--- config.mk ---
export PLATFORM = sky130hd
export DESIGN_NAME = imem_boot_loader
export DESIGN_NICKNAME = d
export VERILOG_FILES = /design/src/rtl/imem_boot_loader.sv
export SDC_FILE = /design/constraint.sdc
export NUM_CORES = 1
export LEC_CHECK = 0
export ABC_AREA = 1
export ABC_CLOCK_PERIOD_IN_PS = 5700
export BUFFER_PORTS_ARGS = -buffer_cell sky130_fd_sc_hd__clkbuf_2
export CORE_ASPECT_RATIO = 0.6
export CORE_MARGIN = 3
export CORE_UTILIZATION = 52
export CTS_BUF_LIST = sky130_fd_sc_hd__clkbuf_8
export DETAILED_ROUTE_END_ITERATION = 8
export GPL_TIMING_DRIVEN = 1
export PLACE_DENSITY = 0.75
export SLEW_MARGIN = 20
export SYNTH_ARGS = -nofsm -noshare
export SYNTH_HDL_FRONTEND = slang
export SYNTH_SLANG_ARGS = --single-unit
--- constraint.sdc ---
create_clock -name Clk -period 5.7 [get_ports Clk]
set_input_delay 1.14 -clock Clk [delete_from_list [all_inputs] [get_ports Clk]]
set_output_delay 1.14 -clock Clk [all_outputs]
set_load 0.03 [all_outputs]
--- src/rtl/imem_boot_loader.sv ---
// Boot loader: assembles little-endian 32-bit words from a byte stream and writes them to
// consecutive instruction-memory words, holding the processor in reset until the load is done.
module imem_boot_loader #(
    parameter int ADDR_W = 10
) (
    input  logic              Clk,
    input  logic              Reset,
    input  logic              Start,
    input  logic [ADDR_W:0]   Load_Count,
    input  logic [7:0]        Byte_In,
    input  logic              Byte_Valid,
    output logic              Byte_Ready,
    output logic              IMEM_WrEn,
    output logic [ADDR_W-1:0] IMEM_Addr,
    output logic [31:0]       IMEM_DataIn,
    output logic              Proc_Reset,
    output logic              Busy,
    output logic              Done
);

    typedef enum logic [1:0] {
        IDLE  = 2'd0,
        RECV  = 2'd1,
        WRITE = 2'd2,
        DONE  = 2'd3
    } state_t;

    localparam logic [ADDR_W:0]   MAX_WORDS = {1'b1, {ADDR_W{1'b0}}};
    localparam logic [ADDR_W:0]   ONE_CNT   = {{ADDR_W{1'b0}}, 1'b1};
    localparam logic [ADDR_W-1:0] ONE_ADDR  = {{(ADDR_W-1){1'b0}}, 1'b1};

    state_t            state_q, state_d;
    logic [1:0]        byte_cnt_q, byte_cnt_d;
    logic [ADDR_W:0]   word_cnt_q, word_cnt_d;
    logic [ADDR_W:0]   target_q, target_d;
    logic [ADDR_W-1:0] addr_q, addr_d;
    logic [31:0]       data_q, data_d;
    logic              byte_ready_q, byte_ready_d;
    logic              wren_q, wren_d;
    logic              proc_reset_q, proc_reset_d;
    logic              busy_q, busy_d;
    logic              done_q, done_d;
    logic [ADDR_W:0]   clamp_s;
    logic              accept_s;

    // Next-state, datapath and registered-output decode
    always_comb begin
        state_d    = state_q;
        byte_cnt_d = byte_cnt_q;
        word_cnt_d = word_cnt_q;
        target_d   = target_q;
        addr_d     = addr_q;
        data_d     = data_q;
        // Clamping to the memory depth is what keeps IMEM_Addr from wrapping.
        clamp_s    = (Load_Count > MAX_WORDS) ? MAX_WORDS : Load_Count;
        accept_s   = (state_q == RECV) && Byte_Valid && byte_ready_q;

        case (state_q)
            IDLE, DONE: begin
                if (Start) begin
                    target_d   = clamp_s;
                    word_cnt_d = {(ADDR_W+1){1'b0}};
                    byte_cnt_d = 2'd0;
                    addr_d     = {ADDR_W{1'b0}};
                    state_d    = (clamp_s == {(ADDR_W+1){1'b0}}) ? DONE : RECV;
                end else begin
                    state_d = state_q;
                end
            end
            RECV: begin
                if (accept_s) begin
                    data_d[{byte_cnt_q, 3'b000} +: 8] = Byte_In;
                    byte_cnt_d = byte_cnt_q + 2'd1;
                    state_d    = (byte_cnt_q == 2'd3) ? WRITE : RECV;
                end else begin
                    state_d = RECV;
                end
            end
            WRITE: begin
                word_cnt_d = word_cnt_q + ONE_CNT;
                if (word_cnt_d == target_q) begin
                    state_d = DONE;
                end else begin
                    addr_d  = addr_q + ONE_ADDR;
                    state_d = RECV;
                end
            end
            default: begin
                state_d = IDLE;
            end
        endcase

        // Outputs are registered copies of the next state's decode, so they line up with state_q.
        byte_ready_d = (state_d == RECV);
        wren_d       = (state_d == WRITE);
        proc_reset_d = (state_d != DONE);
        busy_d       = (state_d == RECV) || (state_d == WRITE);
        done_d       = (state_d == DONE);
    end

    // State, counters and output registers
    always_ff @(posedge Clk or posedge Reset) begin
        if (Reset) begin
            state_q      <= IDLE;
            byte_cnt_q   <= 2'd0;
            word_cnt_q   <= {(ADDR_W+1){1'b0}};
            target_q     <= {(ADDR_W+1){1'b0}};
            addr_q       <= {ADDR_W{1'b0}};
            data_q       <= 32'h0000_0000;
            byte_ready_q <= 1'b0;
            wren_q       <= 1'b0;
            proc_reset_q <= 1'b1;
            busy_q       <= 1'b0;
            done_q       <= 1'b0;
        end else begin
            state_q      <= state_d;
            byte_cnt_q   <= byte_cnt_d;
            word_cnt_q   <= word_cnt_d;
            target_q     <= target_d;
            addr_q       <= addr_d;
            data_q       <= data_d;
            byte_ready_q <= byte_ready_d;
            wren_q       <= wren_d;
            proc_reset_q <= proc_reset_d;
            busy_q       <= busy_d;
            done_q       <= done_d;
        end
    end

    assign Byte_Ready  = byte_ready_q;
    assign IMEM_WrEn   = wren_q;
    assign IMEM_Addr   = addr_q;
    assign IMEM_DataIn = data_q;
    assign Proc_Reset  = proc_reset_q;
    assign Busy        = busy_q;
    assign Done        = done_q;

endmodule

After elaboration in Yosys (flattened, before gate mapping)
Index checks and enable logic that the tools add are counted.
{"block": "op_classes", "n_addsub": 4, "order_cmp": 1, "n_eq_ne": 12, "shifts": 2, "n_mux": 16, "reduce_logical": 13}
{"operator": "$bwmux W32", "count": 1}
{"operator": "$shift A8 B7 Y32 const A", "count": 1}
{"operator": "$shiftx A8 B7 Y32", "count": 1}
{"operator": "$mux W11", "count": 2}
{"operator": "$pmux W11 S2", "count": 1}
{"operator": "$mux W10", "count": 2}
{"operator": "$pmux W10 S2", "count": 1}
{"operator": "$mux W2", "count": 7}
{"operator": "$add A11 B1 Y11 const B", "count": 1}
{"operator": "$eq A11 B11 Y1", "count": 1}
{"operator": "$gt A11 B11 Y1 const B", "count": 1}
{"operator": "$logic_not A11 Y1", "count": 1}
{"operator": "$add A10 B1 Y10 const B", "count": 1}
{"operator": "$eq A2 B2 Y1 const B", "count": 5}
{"operator": "$ne A2 B2 Y1 const B", "count": 4}
{"operator": "$neg A5 Y7", "count": 1}
{"operator": "$pmux W2 S3", "count": 1}
{"operator": "$reduce_and A2 Y1", "count": 3}
{"operator": "$reduce_and A3 Y1", "count": 2}
{"operator": "$eq A2 B1 Y1 const B", "count": 2}
{"operator": "$pmux W2 S2", "count": 1}
{"operator": "$reduce_bool A2 Y1", "count": 2}
{"operator": "$add A2 B1 Y2 const B", "count": 1}
{"operator": "$logic_and A1 B1 Y1", "count": 2}
{"operator": "3 further kinds", "count": 3}
{"block": "totals", "reg_bits": 73, "inputBits": 23, "output_inout_bits": 47, "wordCells": 59}

Logic depth before layout (Yosys ltp)
Gate-level depths: netlist of the first run.
{"block": "depth", "depth_word": 8, "mapped_depth": 16, "depth_no_buf": 16}

Least setup slack after synthesis of the first run
Ideal clock, no wire load.
{"block": "synth_timing", "path_kind": "input-to-reg", "start": "input Start", "end": "register busy_q (netlist: Busy)", "setup_ps": 126, "arrival_time_ps": 2119, "required_ps": 5574, "setup_slack_ps": 3455, "stages": 7, "n_path_buf": 1, "cell_sequence": "nand2_1 > inv_1 > clkbuf_1 > a31oi_1 > nand2_2 > inv_1 > ha_1"}
{"block": "synth_between", "elab_chain_len": 4, "word_cells_on_any_way": 5, "cone_classes": "eq/ne: 2; mux: 2; reduce/logical: 1"}
{"element": "start: declaration", "line": "8", "source": "input logic Start,"}
{"element": "$mux W2 *", "line": "60", "source": "if (Start) begin"}
{"element": "$pmux W2 S3 *", "line": "58", "source": "case (state_q)"}
{"element": "$eq A2 B1 Y1 or $eq A2 B2 Y1 (tied branches)", "line": "97", "source": "busy_d = (state_d == RECV) || (state_d == WRITE);"}
{"element": "$logic_or A1 B1 Y1 *", "line": "97"}
{"element": "via busy_d", "line": "41", "source": "logic busy_q, busy_d;"}
{"element": "end signal: assignment", "line": "125", "source": "busy_q <= busy_d;"}
{"element": "end: declaration", "line": "41"}
Mark *: on every way through the listed nets, which the timed path passes. The rest lies on a longest branch.
A chain may end at the register's enable or synchronous reset.

Final worst setup path of the first run
{"block": "layout_timing", "start": "register byte_cnt_q[0]", "end": "register data_q[23] (netlist: IMEM_DataIn[23])"}
{"block": "layout_between", "elab_chain_len": 3, "word_cells_on_any_way": 4, "cone_classes": "add/sub: 1; shift: 2; mux: 1"}
{"element": "start: declaration", "line": "33", "source": "logic [1:0] byte_cnt_q, byte_cnt_d;"}
{"element": "start signal: assignment", "line": "117", "source": "byte_cnt_q <= byte_cnt_d;"}
{"element": "$neg A5 Y7 *", "line": "72", "source": "data_d[{byte_cnt_q, 3'b000} +: 8] = Byte_In;"}
{"element": "$shiftx A8 B7 Y32 or $shift A8 B7 Y32 (tied branches)", "line": "72"}
{"element": "$bwmux W32 *", "line": "72"}
{"element": "end signal: assignment", "line": "121", "source": "data_q <= data_d;"}
{"element": "end: declaration", "line": "37", "source": "logic [31:0] data_q, data_d;"}
Mark *: on every way between the ends. The rest lies on a longest branch, timed or not.

==> impl_metrics.toml, run 1 <==
[outcome]
run_status = "complete, no violations"

[floorplan]
dieWidth_um = 115.5
floorplan.die.height_um = 71.69
initial_utilization = 0.5483
core.rowCount = 23
io_pins = 70
die_area_mm2 = 0.008279
core-area_mm2 = 0.006820

[timing]
fin_setup_tns_ns = 0
finalHoldViolations = 0
setup_repair_after_global_routing_missed_its_margin = "no"
report.final.setup_viol = 0
final_critical_path_time_including_i_o_delays_and_setup_ns = 2.635
final.hold.worst_slack_ns = 0.4940
drv_slew = 0
worst_tran_pin_value_ns = 1.067
fmax_mhz = 379.6
final.period_utilization = 0.4622
fin_skew_ns = 0.007743
slew_headroom = 0.2887
postLayoutSetupSlackWorst_ns = 3.065

[yosys]
netlist_instances = 475
ys_top_cells_by_area = "sky130_fd_sc_hd__dfrtp_1 (48%), sky130_fd_sc_hd__nand2_1 (11%), sky130_fd_sc_hd__nand3_1 (9.0%)"
synth.net_count = 510
avgSynthCellArea_um2 = 7.873
proportion_of_synthesized_chip_area_in_sequential_cells = 0.4888
ys_seq_elements = 73
synthesis.yosys.warnings = 0
synthesized_cell_area_mm2 = 0.003740
synth_top_area_cell = "sky130_fd_sc_hd__dfrtp_1"
synth.top_cell.area_share = 0.4818
synth.distinct_cells = 33

[global_routing]
antenna_violations_before_repair = 0
grt_pass1_vias = 3133
grt.overflow.total = 0
grt_max_degree = 74
grt_pass1_wl_um = 15370
overall_fraction_of_global_route_tracks_in_use = 0.2384

[drt]
totalWireLength_um = 9204
wl_met3_um = 793
viasPerCell = 5.391
vias = 3418
drcViolationCount = 0
avgRoutedWirePerCell_um = 14.52
dr.max_layer_used = "met4"
drt_pass1_iterations = 6
drt_iter0_drc = 369
ant_nets = 0
drt-met1-wl_um = 4656
met2WireLength_um = 3664

[critical_path]
critical_path_required_ns = 5.99
worst_setup_path_start_kind = "flop"
critPathMaxStageDelay_ns = 0.74
endpoint_kind = "flop"
timing.critical_path.cells = "inv_1 -> ha_1 -> clkinv_1 -> nor2_1 -> nand3_1 -> nand2_1"
worstPathMaxFanout = 21
worstReg2RegEnd = "IMEM_DataIn[23]$_DFFE_PP0P_"
criticalPathCategory = "flop to flop"
timing.critical_path.arrival_ns = 2.93
worstPathBufferInverterCount = 2
critical-path-top-delay-family = "flip-flops"
critPathSlowestCell = "sky130_fd_sc_hd__dfrtp_1"
crit_cells = 6
flop2flop_setup_slack_ns = 3.07
worst-r2r-cell-count = 6
worstReg2RegStart = "byte_cnt_q[0]$_DFFE_PP0P_"

[power]
total_leakage_power_nw = 2.276
total_power_mw = 1.940
power.density_cell_area_mw_per_mm2 = 448.8
peakVddDrop_uv = 289.9

[clocking]
cts_tree = "yes"
postCtsResizedCells = 0
clkTransAtPathRegs_ns = 0.08
cts_inserted_buffers = 9
cts_max_path_buffers = 2
insertion_delay_of_the_later_clocked_pin_in_the_worst_skew_pair_ns = 0.36
post_cts.repair.setup_buffers = 0
cts.hold.buffers_added = 0
root_buffer = "sky130_fd_sc_hd__clkbuf_8"
htree_levels = 3
clock_sinks = 73

[placed_design]
minimum_setup_slack_after_placement_ns = 2.845
place.detailed.hpwl_um = 6662
number_of_input_and_output_port_buffers_inserted = 69
gp_congestion = 0.9463

[finish]
drive_gt1_frac = 0.1737
layout_common_cells = "sky130_fd_sc_hd__nand2_1 (111), sky130_fd_sc_hd__dfrtp_1 (72), sky130_fd_sc_hd__clkbuf_2 (69)"
antennaDiodeCount = 0
fill_cells = 616
final_common_cell = "sky130_fd_sc_hd__nand2_1"
area_growth_pct = 15.62
finish.net_count = 577

[worst_hold_path]
critical_hold_path_startpoint = "IMEM_DataIn[29]$_DFFE_PP0P_"
number_of_stages_on_the_worst_hold_path = 2
worst_hold_path_type = "flop to flop"
min_to = "IMEM_DataIn[29]$_DFFE_PP0P_"

[flow_run]
cap_violations = 0
## report_power, final
group          switching [mW]  internal (mW)
registers              0.0982          0.650
logic                   0.602          0.216
clock network           0.186          0.188
## cell type report
cell class	instances	area, um2	share of cell area
tap	87	108.9	0.02517
timing repair buffer	70	352.8	0.08160
clock inverter	4	15.01	0.003472
clock buffer	12	165.2	0.03819
sequential	73	1828	0.4227
multi-input combinational	333	1648	0.3811
inverter	55	206.4	0.04774
## worst max path at each step
stage,to,slack [ns],start
floorplan,Busy$_DFF_PP0_,2.71,Reset
global placement,IMEM_DataIn[6]$_DFFE_PP0P_,2.91,Byte_Valid
detailed placement,IMEM_DataIn[4]$_DFFE_PP0P_,2.85,Byte_Valid
CTS,IMEM_DataIn[23]$_DFFE_PP0P_,3.15,byte_cnt_q[0]$_DFFE_PP0P_
global route,IMEM_DataIn[23]$_DFFE_PP0P_,2.81,byte_cnt_q[0]$_DFFE_PP0P_
finish,IMEM_DataIn[23]$_DFFE_PP0P_,3.07,byte_cnt_q[0]$_DFFE_PP0P_
## worst reg2reg max path, cell delays in order, from the launching register on
cell and delay, ns:
sky130_fd_sc_hd__dfrtp_1 0.74, sky130_fd_sc_hd__inv_1 0.22, sky130_fd_sc_hd__ha_1 0.55, sky130_fd_sc_hd__clkinv_1 0.35, sky130_fd_sc_hd__nor2_1 0.47, sky130_fd_sc_hd__nand3_1 0.14
sky130_fd_sc_hd__nand2_1 0.10
## cells in the mapped netlist
cell type,number
sky130_fd_sc_hd__o21ai_2,1
sky130_fd_sc_hd__buf_2,1
sky130_fd_sc_hd__dfstp_2,1
sky130_fd_sc_hd__nand4_1,11
sky130_fd_sc_hd__nor2_4,1
sky130_fd_sc_hd__and2_1,1
sky130_fd_sc_hd__nand2_1,111
sky130_fd_sc_hd__xnor2_1,2
sky130_fd_sc_hd__a21oi_1,12
sky130_fd_sc_hd__buf_6,1
sky130_fd_sc_hd__inv_1,53
sky130_fd_sc_hd__nor3b_1,2
sky130_fd_sc_hd__nor2_2,1
sky130_fd_sc_hd__o21bai_1,1
sky130_fd_sc_hd__o21a_1,1
sky130_fd_sc_hd__inv_2,1
sky130_fd_sc_hd__nand2_2,5
sky130_fd_sc_hd__nor4_1,2
sky130_fd_sc_hd__nor3_1,4
sky130_fd_sc_hd__nor2_1,42
sky130_fd_sc_hd__clkinv_1,1
sky130_fd_sc_hd__xor2_1,2
sky130_fd_sc_hd__a31oi_1,1
sky130_fd_sc_hd__clkbuf_1,12
sky130_fd_sc_hd__o22ai_1,9
sky130_fd_sc_hd__o21ai_1,1
sky130_fd_sc_hd__and3_1,2
sky130_fd_sc_hd__or2_2,1
sky130_fd_sc_hd__nand3b_1,1
sky130_fd_sc_hd__nand3_1,67
sky130_fd_sc_hd__o21ai_0,40
sky130_fd_sc_hd__dfrtp_1,72
sky130_fd_sc_hd__ha_1,12
## stage by stage
stage	util	cell area, um2	std cells
after floorplan	-	3740	475
after global placement	0.6076	4144	618
after detailed placement	0.6076	4144	618
after CTS	0.6340	4324	634
after global routing	0.6340	4324	634
final	0.6340	4324	634
## cells by family (layout without fill, tap and decap cells)
family | Yosys count | count (layout) | share of synthesized area
simple gates | 251 | 251 | 0.2961
flops | 73 | 73 | 0.4888
buf+inv | 69 | 141 | 0.07159
compound gates | 66 | 66 | 0.09401
fa+ha+maj | 12 | 12 | 0.04015
xor+xnor | 4 | 4 | 0.009369
## registers in the layout, indices dropped and copies added (netlist names)
name / cells
Busy: 1
Byte_Ready: 1
Done: 1
IMEM_Addr: 10
IMEM_DataIn: 32
IMEM_WrEn: 1
Proc_Reset: 1
byte_cnt_q: 2
state_q: 2
target_q: 11
word_cnt_q: 11
## routing by layer
layer	GRT usage	up-vias
met5	0	-
met4	0.06901	0
met3	0.08017	13
met2	0.3141	131
met1	0.3691	1584
li1	-	1690
Note: power is estimated with default switching activity, not from simulation.
==> run 2: changes to the inputs <==
- ABC_CLOCK_PERIOD_IN_PS: 5700 -> 2200
- PLACE_DENSITY: 0.75 -> 0.78
- clock period: 5.7 -> 2.2 ns (I/O delays scaled with it)
==> impl_metrics.toml, run 2 (synthesis gave the netlist of run 1 again) <==
[finish]
antennaDiodeCount = 0
drive_gt1_frac = 0.2283
final_common_cell = "sky130_fd_sc_hd__nand2_1"
area_growth_pct = 22.05
finish.net_count = 595
fill_cells = 577
layout_common_cells = "sky130_fd_sc_hd__nand2_1 (109), sky130_fd_sc_hd__dfrtp_1 (70), sky130_fd_sc_hd__clkbuf_2 (69)"
largest_reg_flops = 32

[timing]
fin_skew_ns = 0.007465
setup_repair_after_global_routing_missed_its_margin = "yes"
final.hold.worst_slack_ns = 0.1321
final.period_utilization = 0.9562
final_critical_path_time_including_i_o_delays_and_setup_ns = 2.104
finalHoldViolations = 0
slew_headroom = 0.6178
report.final.setup_viol = 0
drv_slew = 0
worst_tran_pin_value_ns = 0.5720
fmax_mhz = 475.4
postLayoutSetupSlackWorst_ns = 0.09642

[drt]
drt_iter0_drc = 338
ant_nets = 0
totalWireLength_um = 10110
drcViolationCount = 0
viasPerCell = 5.509
drt_pass1_iterations = 5
vias = 3592
avgRoutedWirePerCell_um = 15.51

[global_routing]
grt_max_degree = 50
antenna_violations_before_repair = 0
grt_pass1_wl_um = 16480
grt.overflow.total = 0
grt_pass1_vias = 3273
overall_fraction_of_global_route_tracks_in_use = 0.2575

[placed_design]
number_of_input_and_output_port_buffers_inserted = 69
place.detailed.hpwl_um = 7383
gp_congestion = 1.026
minimum_setup_slack_after_placement_ns = 0.003854

[clocking]
htree_levels = 3
clock_sinks = 73
root_buffer = "sky130_fd_sc_hd__clkbuf_8"
cts_tree = "yes"
clkTransAtPathRegs_ns = 0.08
cts.hold.buffers_added = 0
cts_max_path_buffers = 2
cts_inserted_buffers = 9
insertion_delay_of_the_later_clocked_pin_in_the_worst_skew_pair_ns = 0.35

[floorplan]
core.rowCount = 23
core-area_mm2 = 0.006820
die_area_mm2 = 0.008279
io_pins = 70
floorplan.die.height_um = 71.69
initial_utilization = 0.5483
dieWidth_um = 115.5

[critical_path]
criticalPathCategory = "flop to flop"
worst_setup_path_start_kind = "flop"
critical_path_required_ns = 2.44
timing.critical_path.arrival_ns = 2.34
worstPathMaxFanout = 5
endpoint_kind = "flop"

[power]
power.density_cell_area_mw_per_mm2 = 1193
total_power_mw = 5.443
peakVddDrop_uv = 713.3
total_leakage_power_nw = 2.348

[flow_run]
cap_violations = 0

[outcome]
run_status = "complete, no violations"

[worst_hold_path]
worst_hold_path_type = "primary input to async pin"
[run 2: cell types whose count changed in the layout (fill, tap and decap cells not counted), sizes merged]
cell / previous run / this run
inv: 58 / 53
buf: 1 / 19
clkinv: 1 / 4
clkbuf: 81 / 79
clkinvlp: 0 / 3
bufinv: 0 / 1
[run 2: per-layer routing]
metal / track usage / wire length [um]
met3: 0.05738 / 942
met2: 0.3481 / 4248
met4: 0.06771 / 24
met1: 0.4137 / 4897
met5: 0 / 0
[run 2: cell type report]
cell class,instances,area (um2),share of cell area
clock buffers,10,137.6,0.03015
clock inverters,6,67.56,0.01480
inverters,55,210.2,0.04605
multi-input cells,333,1705,0.3736
flip-flops and latches,73,1831,0.4010
well taps,87,108.9,0.02385
repair buffers,88,504.2,0.1105
[run 2: final timing paths]
path	startpoint	end	slack [ns]	depth (start not counted)
setup / recovery	word_cnt_q[1]$_DFFE_PP0P_	Busy$_DFF_PP0_	0.1	14
hold / removal	Reset	IMEM_DataIn[24]$_DFFE_PP0P_	0.13	2
setup reg to reg	word_cnt_q[1]$_DFFE_PP0P_	Busy$_DFF_PP0_	0.1	14
hold reg to reg	IMEM_DataIn[27]$_DFFE_PP0P_	IMEM_DataIn[27]$_DFFE_PP0P_	0.49	2
max in group asynchronous	Reset	Proc_Reset$_DFF_PP1_	1.38	3
min in group Clk	Byte_In[0]	IMEM_DataIn[0]$_DFFE_PP0P_	0.32	3
[run 2: timing repair]
action | CTS | global route
pin swaps | 0 | 10
buffers inserted | 0 | 7
gates resized for setup | 1 | 18
setup endpoints to repair | 1 | 20
[run 2: power breakdown]
part,switching [mW],internal [mW],leakage [nW]
Sequential,0.219,1.68,0.969
Clock,0.529,0.556,0.0985
Combinational,1.72,0.738,1.28
[run 2: critical path: stages, from the launching register on]
cell	delay, ns
sky130_fd_sc_hd__dfrtp_2	0.45
sky130_fd_sc_hd__ha_4	0.27
sky130_fd_sc_hd__inv_1	0.05
sky130_fd_sc_hd__nand2_1	0.06
sky130_fd_sc_hd__nand3_1	0.07
sky130_fd_sc_hd__nor2_1	0.14
sky130_fd_sc_hd__nand3_1	0.10
sky130_fd_sc_hd__nor2_1	0.12
sky130_fd_sc_hd__nand3_1	0.09
sky130_fd_sc_hd__nor2_1	0.13
sky130_fd_sc_hd__nand2_2	0.08
sky130_fd_sc_hd__nand2_2	0.08
sky130_fd_sc_hd__nand2_4	0.06
sky130_fd_sc_hd__inv_2	0.07
sky130_fd_sc_hd__ha_1	0.22
[run 2: per-stage QoR]
stage	utilization	std cells	area, um2	setup TNS, ns
floorplan	-	475	3744	0
global route	0.6692	652	4564	-0.08316
finish	0.6692	652	4564	0
global placement	0.6215	629	4239	0
CTS	0.6520	645	4447	0
detailed placement	0.6215	629	4239	0
